**src/rtl/dp_pkg.sv**
```systemverilog
// dp_pkg: shared encodings and helpers for the mc_datapath_hs multicycle datapath.
// Holds the controller-facing mux/ALU/immediate encodings and the memory FSM state type.
package dp_pkg;

    localparam logic [2:0] ALU_ADD  = 3'd0;
    localparam logic [2:0] ALU_SUB  = 3'd1;
    localparam logic [2:0] ALU_AND  = 3'd2;
    localparam logic [2:0] ALU_OR   = 3'd3;
    localparam logic [2:0] ALU_XOR  = 3'd4;
    localparam logic [2:0] ALU_SLT  = 3'd5;
    localparam logic [2:0] ALU_SLTU = 3'd6;
    localparam logic [2:0] ALU_SLL  = 3'd7;

    localparam logic [2:0] IMM_I = 3'd0;
    localparam logic [2:0] IMM_S = 3'd1;
    localparam logic [2:0] IMM_B = 3'd2;
    localparam logic [2:0] IMM_U = 3'd3;
    localparam logic [2:0] IMM_J = 3'd4;

    localparam logic [1:0] SRCA_PC    = 2'd0;
    localparam logic [1:0] SRCA_OLDPC = 2'd1;
    localparam logic [1:0] SRCA_REG   = 2'd2;
    localparam logic [1:0] SRCA_ZERO  = 2'd3;

    localparam logic [1:0] SRCB_REG   = 2'd0;
    localparam logic [1:0] SRCB_IMM   = 2'd1;
    localparam logic [1:0] SRCB_WIDTH = 2'd2;
    localparam logic [1:0] SRCB_ZERO  = 2'd3;

    localparam logic [1:0] RES_ALUOUT = 2'd0;
    localparam logic [1:0] RES_MDR    = 2'd1;
    localparam logic [1:0] RES_ALU    = 2'd2;
    localparam logic [1:0] RES_IMM    = 2'd3;

    typedef enum logic [1:0] {
        MEM_IDLE = 2'd0,
        MEM_REQ  = 2'd1,
        MEM_WAIT = 2'd2
    } mem_state_e;

    // Number of bytes in one datapath word (PC increment, alignment granule).
    function automatic int unsigned xlen_bytes(input int unsigned xlen);
        return xlen / 32'd8;
    endfunction

endpackage

```
**src/rtl/dp_alu.sv**
```systemverilog
// dp_alu: XLEN-wide ALU with zero/negative flags derived from the result.
module dp_alu import dp_pkg::*; #(
    parameter int XLEN = 32
) (
    input  logic [XLEN-1:0] a,
    input  logic [XLEN-1:0] b,
    input  logic [2:0]      ctrl,
    output logic [XLEN-1:0] y,
    output logic            zero,
    output logic            negative
);
    localparam int SHW = $clog2(XLEN);

    // Operation select; shifts use only the low log2(XLEN) bits of b
    always_comb begin
        y = '0;
        case (ctrl)
            ALU_ADD:  y = a + b;
            ALU_SUB:  y = a - b;
            ALU_AND:  y = a & b;
            ALU_OR:   y = a | b;
            ALU_XOR:  y = a ^ b;
            ALU_SLT:  y = ($signed(a) < $signed(b)) ? XLEN'(1'b1) : '0;
            ALU_SLTU: y = (a < b) ? XLEN'(1'b1) : '0;
            ALU_SLL:  y = a << b[SHW-1:0];
            default:  y = '0;
        endcase
    end

    assign zero     = (y == '0);
    assign negative = y[XLEN-1];
endmodule

```
**src/rtl/dp_imm_ext.sv**
```systemverilog
// dp_imm_ext: RISC-V immediate decoder, sign-extended to XLEN.
module dp_imm_ext import dp_pkg::*; #(
    parameter int XLEN = 32
) (
    input  logic [31:7]     instr,
    input  logic [2:0]      imm_src,
    output logic [XLEN-1:0] imm
);
    logic [31:0] imm32_s;

    // Assemble the 32-bit immediate for the selected instruction format
    always_comb begin
        imm32_s = 32'd0;
        case (imm_src)
            IMM_I:   imm32_s = {{20{instr[31]}}, instr[31:20]};
            IMM_S:   imm32_s = {{20{instr[31]}}, instr[31:25], instr[11:7]};
            IMM_B:   imm32_s = {{20{instr[31]}}, instr[7], instr[30:25], instr[11:8], 1'b0};
            IMM_U:   imm32_s = {instr[31:12], 12'd0};
            IMM_J:   imm32_s = {{12{instr[31]}}, instr[19:12], instr[20], instr[30:21], 1'b0};
            default: imm32_s = 32'd0;
        endcase
    end

    assign imm = XLEN'($signed(imm32_s));
endmodule

```
**src/rtl/dp_mem_if.sv**
```systemverilog
// dp_mem_if: req/gnt/rvalid memory handshake FSM (IDLE -> REQ -> [WAIT] -> IDLE).
// Latches address, write data, access type and IR-load flag when a start is accepted,
// and generates the one-cycle done and misalign pulses.
// Build option: DP_MISALIGN_CHK_EN rejects starts whose address is not word aligned.
module dp_mem_if import dp_pkg::*; #(
    parameter int XLEN = 32
) (
    input  logic            clk,
    input  logic            rst_n,
    input  logic            mem_start,
    input  logic            mem_write,
    input  logic            ir_write,
    input  logic [XLEN-1:0] addr_in,
    input  logic [XLEN-1:0] wdata_in,
    input  logic            gnt,
    input  logic            rvalid,
    output logic            accept,
    output logic            rd_done,
    output logic            ir_load,
    output logic            busy,
    output logic            done,
    output logic            misalign,
    output logic            req,
    output logic            we,
    output logic [XLEN-1:0] addr,
    output logic [XLEN-1:0] wdata
);
    mem_state_e      state_q, state_d;
    logic [XLEN-1:0] addr_q, addr_d, wdata_q, wdata_d;
    logic            we_q, we_d, ir_load_q, ir_load_d;
    logic            req_q, req_d, busy_q, busy_d;
    logic            done_q, done_d, misalign_q, misalign_d;
    logic            misaligned_s;

`ifdef DP_MISALIGN_CHK_EN
    localparam int OFFW = $clog2(xlen_bytes(XLEN));
    assign misaligned_s = |addr_in[OFFW-1:0];
`else
    assign misaligned_s = 1'b0;
`endif

    // Next-state and pulse generation for the handshake
    always_comb begin
        state_d    = state_q;
        addr_d     = addr_q;
        wdata_d    = wdata_q;
        we_d       = we_q;
        ir_load_d  = ir_load_q;
        done_d     = 1'b0;
        misalign_d = 1'b0;
        accept     = 1'b0;
        rd_done    = 1'b0;
        case (state_q)
            MEM_IDLE: begin
                if (mem_start && misaligned_s) begin
                    misalign_d = 1'b1;
                end else if (mem_start) begin
                    accept    = 1'b1;
                    addr_d    = addr_in;
                    wdata_d   = wdata_in;
                    we_d      = mem_write;
                    ir_load_d = ir_write;
                    state_d   = MEM_REQ;
                end else begin
                    state_d = MEM_IDLE;
                end
            end
            MEM_REQ: begin
                if (gnt && we_q) begin
                    done_d  = 1'b1;
                    state_d = MEM_IDLE;
                end else if (gnt && rvalid) begin
                    done_d  = 1'b1;
                    rd_done = 1'b1;
                    state_d = MEM_IDLE;
                end else if (gnt) begin
                    state_d = MEM_WAIT;
                end else begin
                    state_d = MEM_REQ;
                end
            end
            MEM_WAIT: begin
                if (rvalid) begin
                    done_d  = 1'b1;
                    rd_done = 1'b1;
                    state_d = MEM_IDLE;
                end else begin
                    state_d = MEM_WAIT;
                end
            end
            default: state_d = MEM_IDLE;
        endcase
        req_d  = (state_d == MEM_REQ);
        busy_d = (state_d != MEM_IDLE);
    end

    // FSM state and registered bus/status outputs
    always_ff @(posedge clk or negedge rst_n) begin
        if (!rst_n) begin
            state_q    <= MEM_IDLE;
            addr_q     <= '0;
            wdata_q    <= '0;
            we_q       <= 1'b0;
            ir_load_q  <= 1'b0;
            req_q      <= 1'b0;
            busy_q     <= 1'b0;
            done_q     <= 1'b0;
            misalign_q <= 1'b0;
        end else begin
            state_q    <= state_d;
            addr_q     <= addr_d;
            wdata_q    <= wdata_d;
            we_q       <= we_d;
            ir_load_q  <= ir_load_d;
            req_q      <= req_d;
            busy_q     <= busy_d;
            done_q     <= done_d;
            misalign_q <= misalign_d;
        end
    end

    assign ir_load  = ir_load_q;
    assign busy     = busy_q;
    assign done     = done_q;
    assign misalign = misalign_q;
    assign req      = req_q;
    assign we       = we_q;
    assign addr     = addr_q;
    assign wdata    = wdata_q;
endmodule

```
**src/rtl/dp_regfile.sv**
```systemverilog
// dp_regfile: NREG x XLEN register file, two combinational reads, one synchronous write.
// x0 reads as zero and ignores writes; index bits above log2(NREG) are dropped.
module dp_regfile #(
    parameter int XLEN = 32,
    parameter int NREG = 32
) (
    input  logic            clk,
    input  logic            rst_n,
    input  logic            we,
    input  logic [4:0]      ra1,
    input  logic [4:0]      ra2,
    input  logic [4:0]      wa,
    input  logic [XLEN-1:0] wd,
    output logic [XLEN-1:0] rd1,
    output logic [XLEN-1:0] rd2
);
    localparam int AW = $clog2(NREG);

    logic [XLEN-1:0] rf_q [NREG];
    logic [AW-1:0]   ra1_s, ra2_s, wa_s;

    assign ra1_s = ra1[AW-1:0];
    assign ra2_s = ra2[AW-1:0];
    assign wa_s  = wa[AW-1:0];

    assign rd1 = (ra1_s == '0) ? '0 : rf_q[ra1_s];
    assign rd2 = (ra2_s == '0) ? '0 : rf_q[ra2_s];

    // Register storage: async clear, synchronous write, x0 never written
    always_ff @(posedge clk or negedge rst_n) begin
        if (!rst_n) begin
            for (int i = 0; i < NREG; i++) begin
                rf_q[i] <= '0;
            end
        end else if (we && (wa_s != '0)) begin
            rf_q[wa_s] <= wd;
        end
    end
endmodule

```
**src/rtl/mc_datapath_hs.sv**
```systemverilog
// mc_datapath_hs: multicycle RISC-V datapath with a stall-capable req/gnt/rvalid memory port.
// Holds PC, OldPC, IR, MDR, A, B, ALUOut, register file, immediate extender and ALU.
// Build option: DP_MISALIGN_CHK_EN enables misaligned-address rejection in dp_mem_if.
module mc_datapath_hs import dp_pkg::*; #(
    parameter int              XLEN     = 32,
    parameter int              NREG     = 32,
    parameter logic [XLEN-1:0] RESET_PC = '0
) (
    input  logic            clk,
    input  logic            rst,
    input  logic            RegWrite,
    input  logic            PCWrite,
    input  logic            IRWrite,
    input  logic [2:0]      ImmSrc,
    input  logic [1:0]      ALUSrcA,
    input  logic [1:0]      ALUSrcB,
    input  logic [1:0]      ResultSrc,
    input  logic            AdrSrc,
    input  logic [2:0]      ALUControl,
    input  logic            MemStart,
    input  logic            MemWrite,
    output logic            mem_busy,
    output logic            mem_done,
    output logic            misalign,
    output logic            mem_req,
    output logic            mem_we,
    output logic [XLEN-1:0] mem_addr,
    output logic [XLEN-1:0] mem_wdata,
    input  logic            mem_gnt,
    input  logic            mem_rvalid,
    input  logic [XLEN-1:0] mem_rdata,
    output logic [6:0]      opcode,
    output logic [2:0]      func3,
    output logic [6:0]      func7,
    output logic            zero,
    output logic            negative
);
    localparam logic [XLEN-1:0] WORD_BYTES = XLEN'(xlen_bytes(XLEN));

    logic [XLEN-1:0] pc_q, pc_d, oldpc_q, oldpc_d, mdr_q, mdr_d;
    logic [XLEN-1:0] a_q, a_d, b_q, b_d, aluout_q, aluout_d;
    logic [31:0]     ir_q, ir_d;
    logic [XLEN-1:0] rd1_s, rd2_s, imm_s, srca_s, srcb_s, alu_y_s, result_s, adr_s;
    logic            accept_s, rd_done_s, ir_load_s;

    dp_regfile #(.XLEN(XLEN), .NREG(NREG)) u_rf (
        .clk(clk), .rst_n(rst), .we(RegWrite),
        .ra1(ir_q[19:15]), .ra2(ir_q[24:20]), .wa(ir_q[11:7]),
        .wd(result_s), .rd1(rd1_s), .rd2(rd2_s)
    );

    dp_imm_ext #(.XLEN(XLEN)) u_imm (
        .instr(ir_q[31:7]), .imm_src(ImmSrc), .imm(imm_s)
    );

    dp_alu #(.XLEN(XLEN)) u_alu (
        .a(srca_s), .b(srcb_s), .ctrl(ALUControl),
        .y(alu_y_s), .zero(zero), .negative(negative)
    );

    dp_mem_if #(.XLEN(XLEN)) u_mem (
        .clk(clk), .rst_n(rst),
        .mem_start(MemStart), .mem_write(MemWrite), .ir_write(IRWrite),
        .addr_in(adr_s), .wdata_in(b_q),
        .gnt(mem_gnt), .rvalid(mem_rvalid),
        .accept(accept_s), .rd_done(rd_done_s), .ir_load(ir_load_s),
        .busy(mem_busy), .done(mem_done), .misalign(misalign),
        .req(mem_req), .we(mem_we), .addr(mem_addr), .wdata(mem_wdata)
    );

    // ALU operand and result selection
    always_comb begin
        srca_s   = '0;
        srcb_s   = '0;
        result_s = '0;
        case (ALUSrcA)
            SRCA_PC:    srca_s = pc_q;
            SRCA_OLDPC: srca_s = oldpc_q;
            SRCA_REG:   srca_s = a_q;
            SRCA_ZERO:  srca_s = '0;
            default:    srca_s = '0;
        endcase
        case (ALUSrcB)
            SRCB_REG:   srcb_s = b_q;
            SRCB_IMM:   srcb_s = imm_s;
            SRCB_WIDTH: srcb_s = WORD_BYTES;
            SRCB_ZERO:  srcb_s = '0;
            default:    srcb_s = '0;
        endcase
        case (ResultSrc)
            RES_ALUOUT: result_s = aluout_q;
            RES_MDR:    result_s = mdr_q;
            RES_ALU:    result_s = alu_y_s;
            RES_IMM:    result_s = imm_s;
            default:    result_s = '0;
        endcase
    end

    assign adr_s = AdrSrc ? result_s : pc_q;

    // Next-state for the architectural datapath registers
    always_comb begin
        a_d      = rd1_s;
        b_d      = rd2_s;
        aluout_d = alu_y_s;
        if (PCWrite) begin
            pc_d = result_s;
        end else begin
            pc_d = pc_q;
        end
        if (accept_s && IRWrite) begin
            oldpc_d = pc_q;
        end else begin
            oldpc_d = oldpc_q;
        end
        if (rd_done_s) begin
            mdr_d = mem_rdata;
        end else begin
            mdr_d = mdr_q;
        end
        if (rd_done_s && ir_load_s) begin
            ir_d = mem_rdata[31:0];
        end else begin
            ir_d = ir_q;
        end
    end

    // Datapath registers: async clear, PC to RESET_PC
    always_ff @(posedge clk or negedge rst) begin
        if (!rst) begin
            pc_q     <= RESET_PC;
            oldpc_q  <= '0;
            ir_q     <= 32'd0;
            mdr_q    <= '0;
            a_q      <= '0;
            b_q      <= '0;
            aluout_q <= '0;
        end else begin
            pc_q     <= pc_d;
            oldpc_q  <= oldpc_d;
            ir_q     <= ir_d;
            mdr_q    <= mdr_d;
            a_q      <= a_d;
            b_q      <= b_d;
            aluout_q <= aluout_d;
        end
    end

    assign opcode = ir_q[6:0];
    assign func3  = ir_q[14:12];
    assign func7  = ir_q[31:25];
endmodule
```
**config.mk**
```make
export PLATFORM = sky130hd
export DESIGN_NAME = mc_datapath_hs
export DESIGN_NICKNAME = d
export VERILOG_FILES = /design/src/rtl/dp_pkg.sv /design/src/rtl/dp_alu.sv /design/src/rtl/dp_imm_ext.sv /design/src/rtl/dp_mem_if.sv /design/src/rtl/dp_regfile.sv /design/src/rtl/mc_datapath_hs.sv
export SDC_FILE = /design/constraint.sdc
export NUM_CORES = 2
export LEC_CHECK = 0
export BUFFER_PORTS_ARGS = -buffer_cell sky130_fd_sc_hd__buf_4
export CELL_PAD_IN_SITES_DETAIL_PLACEMENT = 1
export CELL_PAD_IN_SITES_GLOBAL_PLACEMENT = 1
export CORE_AREA = 5 5 380 382
export CTS_CLUSTER_DIAMETER = 200
export CTS_CLUSTER_SIZE = 8
export DETAILED_ROUTE_END_ITERATION = 10
export DIE_AREA = 0 0 385 387
export PLACE_DENSITY = 0.85
export RECOVER_POWER = 50
export SETUP_SLACK_MARGIN = 0.4
export SLEW_MARGIN = 20
export SYNTH_ARGS = -nofsm -noshare
export SYNTH_HDL_FRONTEND = slang
export SYNTH_HIERARCHICAL = 1
export SYNTH_SLANG_ARGS = --single-unit
export TNS_END_PERCENT = 30
```
**constraint.sdc**
```tcl
create_clock -name clk -period 9.2 [get_ports clk]
set_clock_uncertainty 0.05 [all_clocks]
set_input_delay 0 -clock clk [delete_from_list [all_inputs] [get_ports clk]]
set_output_delay 0 -clock clk [all_outputs]
set_load 0.02 [all_outputs]
```
== After elaboration in Yosys (flattened, before gate mapping) ==
Cells that the tools add are included.
Word-level totals
  flip-flop bits (word level): 1319
  logic and storage cells: 136
Operators by class
  $add $sub $neg: 2
  order comparisons: 6
  equality and inequality tests: 23
  shift-type cells: 1
  multiplexer cells: 33
  bitwise gates (word level): 6
  reduce and logical (&&, ||, !) cells: 18
Operators with widths (count)
  $bwmux W1024: 1
  $pmux W32 S4: 3
  $bmux W32 S5: 2
  $mux W32: 8
  $pmux W32 S8: 1
  $demux W32 S5: 1
  $pmux W32 S5: 1
  $lt A32 B32 Y1: 2
  $add A32 B32 Y32: 1
  $and A32 B32 Y32: 1
  $logic_not A32 Y1: 1
  $or A32 B32 Y32: 1
  $shl A32 B5 Y32: 1
  $sub A32 B32 Y32: 1
  $xor A32 B32 Y32: 1
  $ge A6 B6 Y1 const B: 3
  $not A5 Y6: 3
  $eq A3 B3 Y1 const B: 5
  $eq A2 B2 Y1 const B: 7
  $eq A3 B2 Y1 const B: 4
  $eq A2 B1 Y1 const B: 5
  $logic_not A5 Y1: 2
  $mux W1: 9
  $logic_not A2 Y1: 4
  10 further kinds: 21

== Depth between registers and ports, before layout ==
  word-level depth: 8
  depth in mapped cells: 24
  mapped depth without buffers: 20

== Modules after synthesis ==
Netlist, hierarchy kept.
Modules (own cells, without submodules)
  dp_regfile: instances 1, cells each 3613, area each 54951.5 µm², sequential area each 25624.6 µm²
  mc_datapath_hs: instances 1, cells each 610, area each 9794.4 µm², sequential area each 5605.4 µm²
  dp_alu: instances 1, cells each 1105, area each 7263.2 µm², sequential area each 0.0 µm²
  dp_mem_if: instances 1, cells each 168, area each 2800.2 µm², sequential area each 1776.7 µm²
  dp_imm_ext: instances 1, cells each 94, area each 540.5 µm², sequential area each 0.0 µm²

== Least setup slack after synthesis ==
No wires, ideal clock.
  kind: register to register
  start point: reg ir_q[8]
  end point: reg u_mem.addr_q[30], in the netlist u_mem/addr[30]
  library setup time: 0.125 ns
  data arrival time: 6.262 ns
  path slack: 2.764 ns
  stages on the path, launching flop included: 24
  period minus slack after synthesis: 6.436 ns
  cells stage by stage: dfrtp_1 nand2b_1 mux2_2 o22ai_1 mux2i_1 nor2_1 clkbuf_1 clkinv_1 buf_1 clkbuf_1 fa_1 nand2b_1 a2111oi_1 o2111ai_1 a311oi_1 o21ai_0 a21oi_1 a211oi_1 a2111o_1 o32ai_1 nand2_1 mux4_2 mux2_4 mux2_2
On the way
  cells in the longest elaborated chain, start to end: 6
  elaborated cells on any way between the ends: 8
  those cells by class: 2 x add/sub; 1 x shift; 5 x mux
RTL lines
  start: declaration: line mc_datapath_hs.sv:42  | logic [31:0] ir_q, ir_d;
  start signal: assignment: line mc_datapath_hs.sv:141  | ir_q <= ir_d;
  $pmux W32 S5 *: line dp_imm_ext.sv:14  | case (imm_src)
  net imm_s[1]: line mc_datapath_hs.sv:43  | logic [XLEN-1:0] rd1_s, rd2_s, imm_s, srca_s, srcb_s, alu_y_s, result_s, adr_s;
  $pmux W32 S4 *: line mc_datapath_hs.sv:83  | case (ALUSrcB)
  net srcb_s[1]: line mc_datapath_hs.sv:43
  $sub A32 B32 Y32, or another cell as far along: line dp_alu.sv:19  | ALU_SUB: y = a - b;
  $pmux W32 S8 *: line dp_alu.sv:17  | case (ctrl)
  net alu_y_s[30]: line mc_datapath_hs.sv:43
  $pmux W32 S4 *: line mc_datapath_hs.sv:90  | case (ResultSrc)
  net result_s[30]: line mc_datapath_hs.sv:43
  $mux W32 *: line mc_datapath_hs.sv:99  | assign adr_s = AdrSrc ? result_s : pc_q;
  net adr_s[30]: line mc_datapath_hs.sv:43
  end signal: assignment: line dp_mem_if.sv:111  | addr_q <= addr_d;
  end: declaration: line dp_mem_if.sv:29  | logic [XLEN-1:0] addr_q, addr_d, wdata_q, wdata_d;
The timed path passes the listed nets; every way through them passes the cells marked *.
A chain may end at the register's enable or synchronous reset.

== Worst setup path in the final report ==
  start point: reg ir_q[10]
  end point: out zero
On the way
  elaborated cells on any way between the ends: 14
  those cells by class: 2 x add/sub; 2 x order compare; 1 x shift; 5 x mux; 3 x bitwise; 1 x reduce/logical
RTL lines
  $pmux W32 S5 *: line dp_imm_ext.sv:14
  net imm_s[3]: line mc_datapath_hs.sv:43
  $pmux W32 S4 *: line mc_datapath_hs.sv:83
  net srcb_s[3]: line mc_datapath_hs.sv:43
  $sub A32 B32 Y32, or another cell as far along: line dp_alu.sv:19
  $pmux W32 S8 *: line dp_alu.sv:17
  net alu_y_s[16]: line mc_datapath_hs.sv:43
  $logic_not A32 Y1 *: line dp_alu.sv:30  | assign zero = (y == '0);
  end: declaration: line mc_datapath_hs.sv:35  | output logic zero,
Marks and branches as above.

==> summary by stage <==
Outcome
The run finished, with violations left. The checks that failed: max-capacitance violations, max-slew violations.

Clock network
Buffers inserted during clock tree synthesis total 182. The clock drives 1319 sinks. The cell at the root of the clock tree is clkbuf_16. After clock tree synthesis, the setup repair step added 0 buffers. The deepest clock path buffer count is 3. In this run the number of H-tree levels came out at 4. The clock insertion delay at the later pin of the skew report is between 0.8 and 0.9 ns.

TritonCTS built the clock tree. The total of cells resized after clock tree synthesis is 0. The number of hold buffers added after CTS is 82.

After clock tree synthesis, the clock-pin slew on the worst setup and hold paths is 0.06 ns.

Global routing
The number of global-route vias before repair is approximately 66000. The number of antenna violations at the first check in global routing is 51. The maximum number of pins on one net before global-route repair is 178.

The global-route wire length before repair is 511300 um. The total global routing track utilization is 47.91%. Global routing finished with a remaining overflow of 0.

Logic synthesis
In the synthesized netlist the dominant register cell turns out to be dfrtp_1. Sequential cells were found to cover 43.80% of the synthesized design area. The number of warnings reported in the yosys synthesis log is 6. Of the post-synthesis cell area, the dominant cell type holds between 40% and 50%. In this run the cell area of the synthesized design comes to 75350 um2. dfrtp_1 takes more of the synthesized area than any other cell. The net count of the mapped netlist is 5747. In this run, distinct cell masters in the synthesized netlist total 94.

The number of synthesized flops with an enable pin is 0. The number of standard cells after synthesis is 5590. After synthesis, the share of flip-flops with an asynchronous set or reset is 100.0%. Yosys attributes the largest share of cell area to dfrtp_1 44%, mux2_2 17%, mux4_2 13%. The count of state elements after synthesis is 1319.

A synthesized cell averages 13.48 um2.

Pwr
In this run the power density over the cells is 358.7 nW/um2. The net switching component of the power is roughly 14000 uW. The internal portion of the total power is ~16000 uW. Net switching is 45.98% of the power. The proportion of power drawn by flip-flops and latches is between 30% and 40%. The analysis attributes to cell leakage a power of 0.03683 uW.

Per report_power, the combinational group accounts for 45.2% of the total. The power share of the clock group is 21.9%. Overall power consumption after layout is estimated at 29580 uW. The worst-case IR drop observed on VDD is 0.2959 mV.

Timing
The minimum clock period is 8.377 ns. The final worst-path cycle share is 91.06%. The final number of setup-violating endpoints is 0. The slew of the pin with the lowest slew margin is 6.091 ns. Setup repair after global routing left no endpoint under its margin. The number of hold-slack violations in the final timing report was 0. The final-report max-slew violation count is 839. The post-layout worst setup margin is 0.8226 ns. Derived from the worst setup path, the maximum achievable clock frequency is 119.4 MHz. The worst-case headroom to the max-slew limit is -306.1%. The aggregate negative setup slack is 0 ns. The smallest hold slack is 0.02896 ns.

Hold path
The class of the worst hold path is in2reg. The worst hold path terminates at u_mem/done$_DFF_PN0_. The worst hold path was traced through 4 stages. The startpoint identified for the worst hold timing path is mem_gnt.

Cells and area
The sequential cells in the finished layout cover a total of 33030 um2. The proportion of layout cells with a drive suffix above 1 is 38.22%. The core occupancy in the finished layout is 58.61%.

The growth of design area from synthesis to finish is 9.450%. The filler cells instantiated in the layout total about 13000. The number of nets in the finished design is 5705. Summing all multi-input logic gate instances after layout gives 39060 um2. The register with the most flip-flops in the layout has between 1000 and 1500 of them. The register ranked first by flip-flop count is u_rf/rf_q.

Floorplanning
The die is between 300 and 400 um tall. 142 I/O pins were placed. The placement row count is 138. The die covers 149000 um2.

The placeable core region is 140700 um2. The die is between 300 and 400 um wide. The initial utilization of the core area, before any placement, comes to 53.54%.

Routing
The DRC violations left is 0. The average vias per placed instance is 8.357. The violation count after the first detailed-route iteration is 10730. The total length of routed met2 wires is 151800 um. The final route contains 62660 vias.

The highest signal layer in the routed design is met5. The residual antenna-violating net count after detailed routing is 0. After detailed routing, the total wire length is 361500 um.

The final routed wire length divided by cell count is around 48 um. The routed metal-1 wirelength is 112000 um. The total met3 wirelength after detailed routing is between 50000 and 60000 um.

The first TritonRoute pass finished after 7 iterations.

Setup path
The critical path is of the reg2out type. The slack of the worst reg-to-reg path is 1.81 ns. The endpoint identified for the worst register-to-register timing path is u_rf/rf_q[350]$_DFFE_PN0P_.

The number of cells on the worst reg-to-reg path is 24. The data required time at the worst endpoint is slightly above 9 ns. The endpoint class of the critical path is an output pin. The category of the worst setup path launch point is a flop. The worst endpoint data arrival time is about 8.3 ns. In this run the worst path has a maximum fanout of 17.

The startpoint identified for the worst register-to-register timing path is ir_q[21]$_DFFE_PN0P_.

Placement
The number of buffers added on ports is 140. At the end of routability-driven placement, the weighted congestion stood at 1.075. The worst setup slack before clock tree synthesis is roughly 2.3 ns. The placed wire-length estimate is 186200 um.

Flow run
The count of max-cap constraint violations is 13.
## stage by stage
step	area, um2	instances
2_1_floorplan	75350	5590
3_3_place_gp	77040	7169
3_5_place_dp	77040	7170
4_1_cts	82730	7458
5_1_grt	82400	7467
6_report	82470	7497
## layout by cell type (no fill, tap or decap), drive strengths merged, types with 11 or more instances in the layout
master / synthesis / final
o2111ai: 21 / 21
nand3: 24 / 24
nor2: 179 / 179
a21o: 19 / 19
a211oi: 85 / 85
o31ai: 17 / 17
a31oi: 15 / 15
nand2b: 20 / 20
ha: 101 / 101
dfrtp: 1319 / 1319
nor4: 21 / 21
o21ai: 197 / 197
mux2: 1297 / 1297
a22oi: 72 / 72
clkbuf: 272 / 291
nor2b: 84 / 84
buf: 313 / 180
nor3: 21 / 21
clkinv: 4 / 11
o2bb2ai: 32 / 32
diode: 0 / 37
a311oi: 71 / 71
inv: 110 / 114
a221oi: 59 / 59
mux4: 502 / 502
o22ai: 18 / 18
nand4: 12 / 12
or4: 14 / 14
a21oi: 135 / 135
mux2i: 220 / 220
nand2: 168 / 168
dlygate4sd3: 0 / 82
xnor2: 19 / 19
## cell usage after synthesis (24+ instances only)
master	n
nor2_1	166
a221oi_1	58
buf_6	45
nor2b_1	83
a211oi_1	85
a21oi_1	135
mux2i_1	220
buf_2	154
o2bb2ai_1	32
clkbuf_1	272
a311oi_1	71
dfrtp_1	1319
nand2_1	167
a22oi_1	72
nand3_1	24
inv_1	107
mux4_2	445
mux2_4	77
o21ai_0	136
o21ai_1	61
mux2_1	75
ha_1	101
mux4_1	57
buf_4	91
mux2_2	1145
## power by group through the flow
| stage | clock [uW] | sequential (uW) | combinational (uW) |
|---|---|---|---|
| 2_1_floorplan | 0 | 8470 | 8010 |
| 4_1_cts | 6270 | 9320 | 12400 |
| 3_3_place_gp | 0 | 8910 | 11400 |
| 5_1_grt | 6650 | 9680 | 13300 |
| 6_report | 6480 | 9740 | 13400 |
| 3_5_place_dp | 0 | 9190 | 11900 |
## cell type report
cell class	count	area share (%)
multi-input combinational	3572	47.36
sequential	1319	40.06
clock buffer	194	5.654
timing repair buffer	359	3.189
tap	1890	2.867
inverter	114	0.5234
clock inverter	12	0.2336
antenna	37	0.1123
## worst max path at each step
stage | startpoint | to | slack, ns | depth (start not counted)
2_1_floorplan | ir_q[8]$_DFFE_PN0P_ | u_mem/addr[30]$_DFFE_PN0P_ | 2.76 | 23
3_3_place_gp | ir_q[21]$_DFFE_PN0P_ | zero | 1.99 | 19
3_5_place_dp | ir_q[10]$_DFFE_PN0P_ | zero | 2.25 | 18
4_1_cts | ir_q[21]$_DFFE_PN0P_ | zero | 1.24 | 19
5_1_grt | rst | ir_q[21]$_DFFE_PN0P_ | 0.63 | 5
6_report | ir_q[10]$_DFFE_PN0P_ | zero | 0.82 | 18
## critical path: stages (launching register included)
cell      delay [ns]
dfrtp_1         0.59
nand2b_1        0.21
mux2_2          0.35
o22ai_1         0.33
mux2i_1         0.15
nor2_2          0.14
clkinv_1        0.52
ha_1            0.49
o311ai_1        0.85
a21oi_1         0.28
nor3_1          0.73
nor2_1          0.14
o211ai_1        0.23
nand3_1         0.24
or4_1           0.77
or4_1           0.47
or4_1           0.44
nor4_2          0.28
buf_4           0.22
## per-layer routing
metal  vias up  global-route usage, %
met4        36                  43.98
met1     31170                  52.66
met3      3116                  22.74
li1      21160                      -
met5         -                  2.339
met2      7174                  67.94
## cell families after synthesis
kind of cell,count (synthesis),synth area share [%]
AO/OA/AOI/OAI,827,7.547
AND/OR/NAND/NOR,600,3.950
adder cells (fa/ha/maj),104,1.745
other,1,0.004977
multiplexers,2019,37.98
buffers and inverters,699,4.726
flip-flops,1319,43.80
XOR/XNOR,21,0.2441
(Power assumes the default switching activity.)
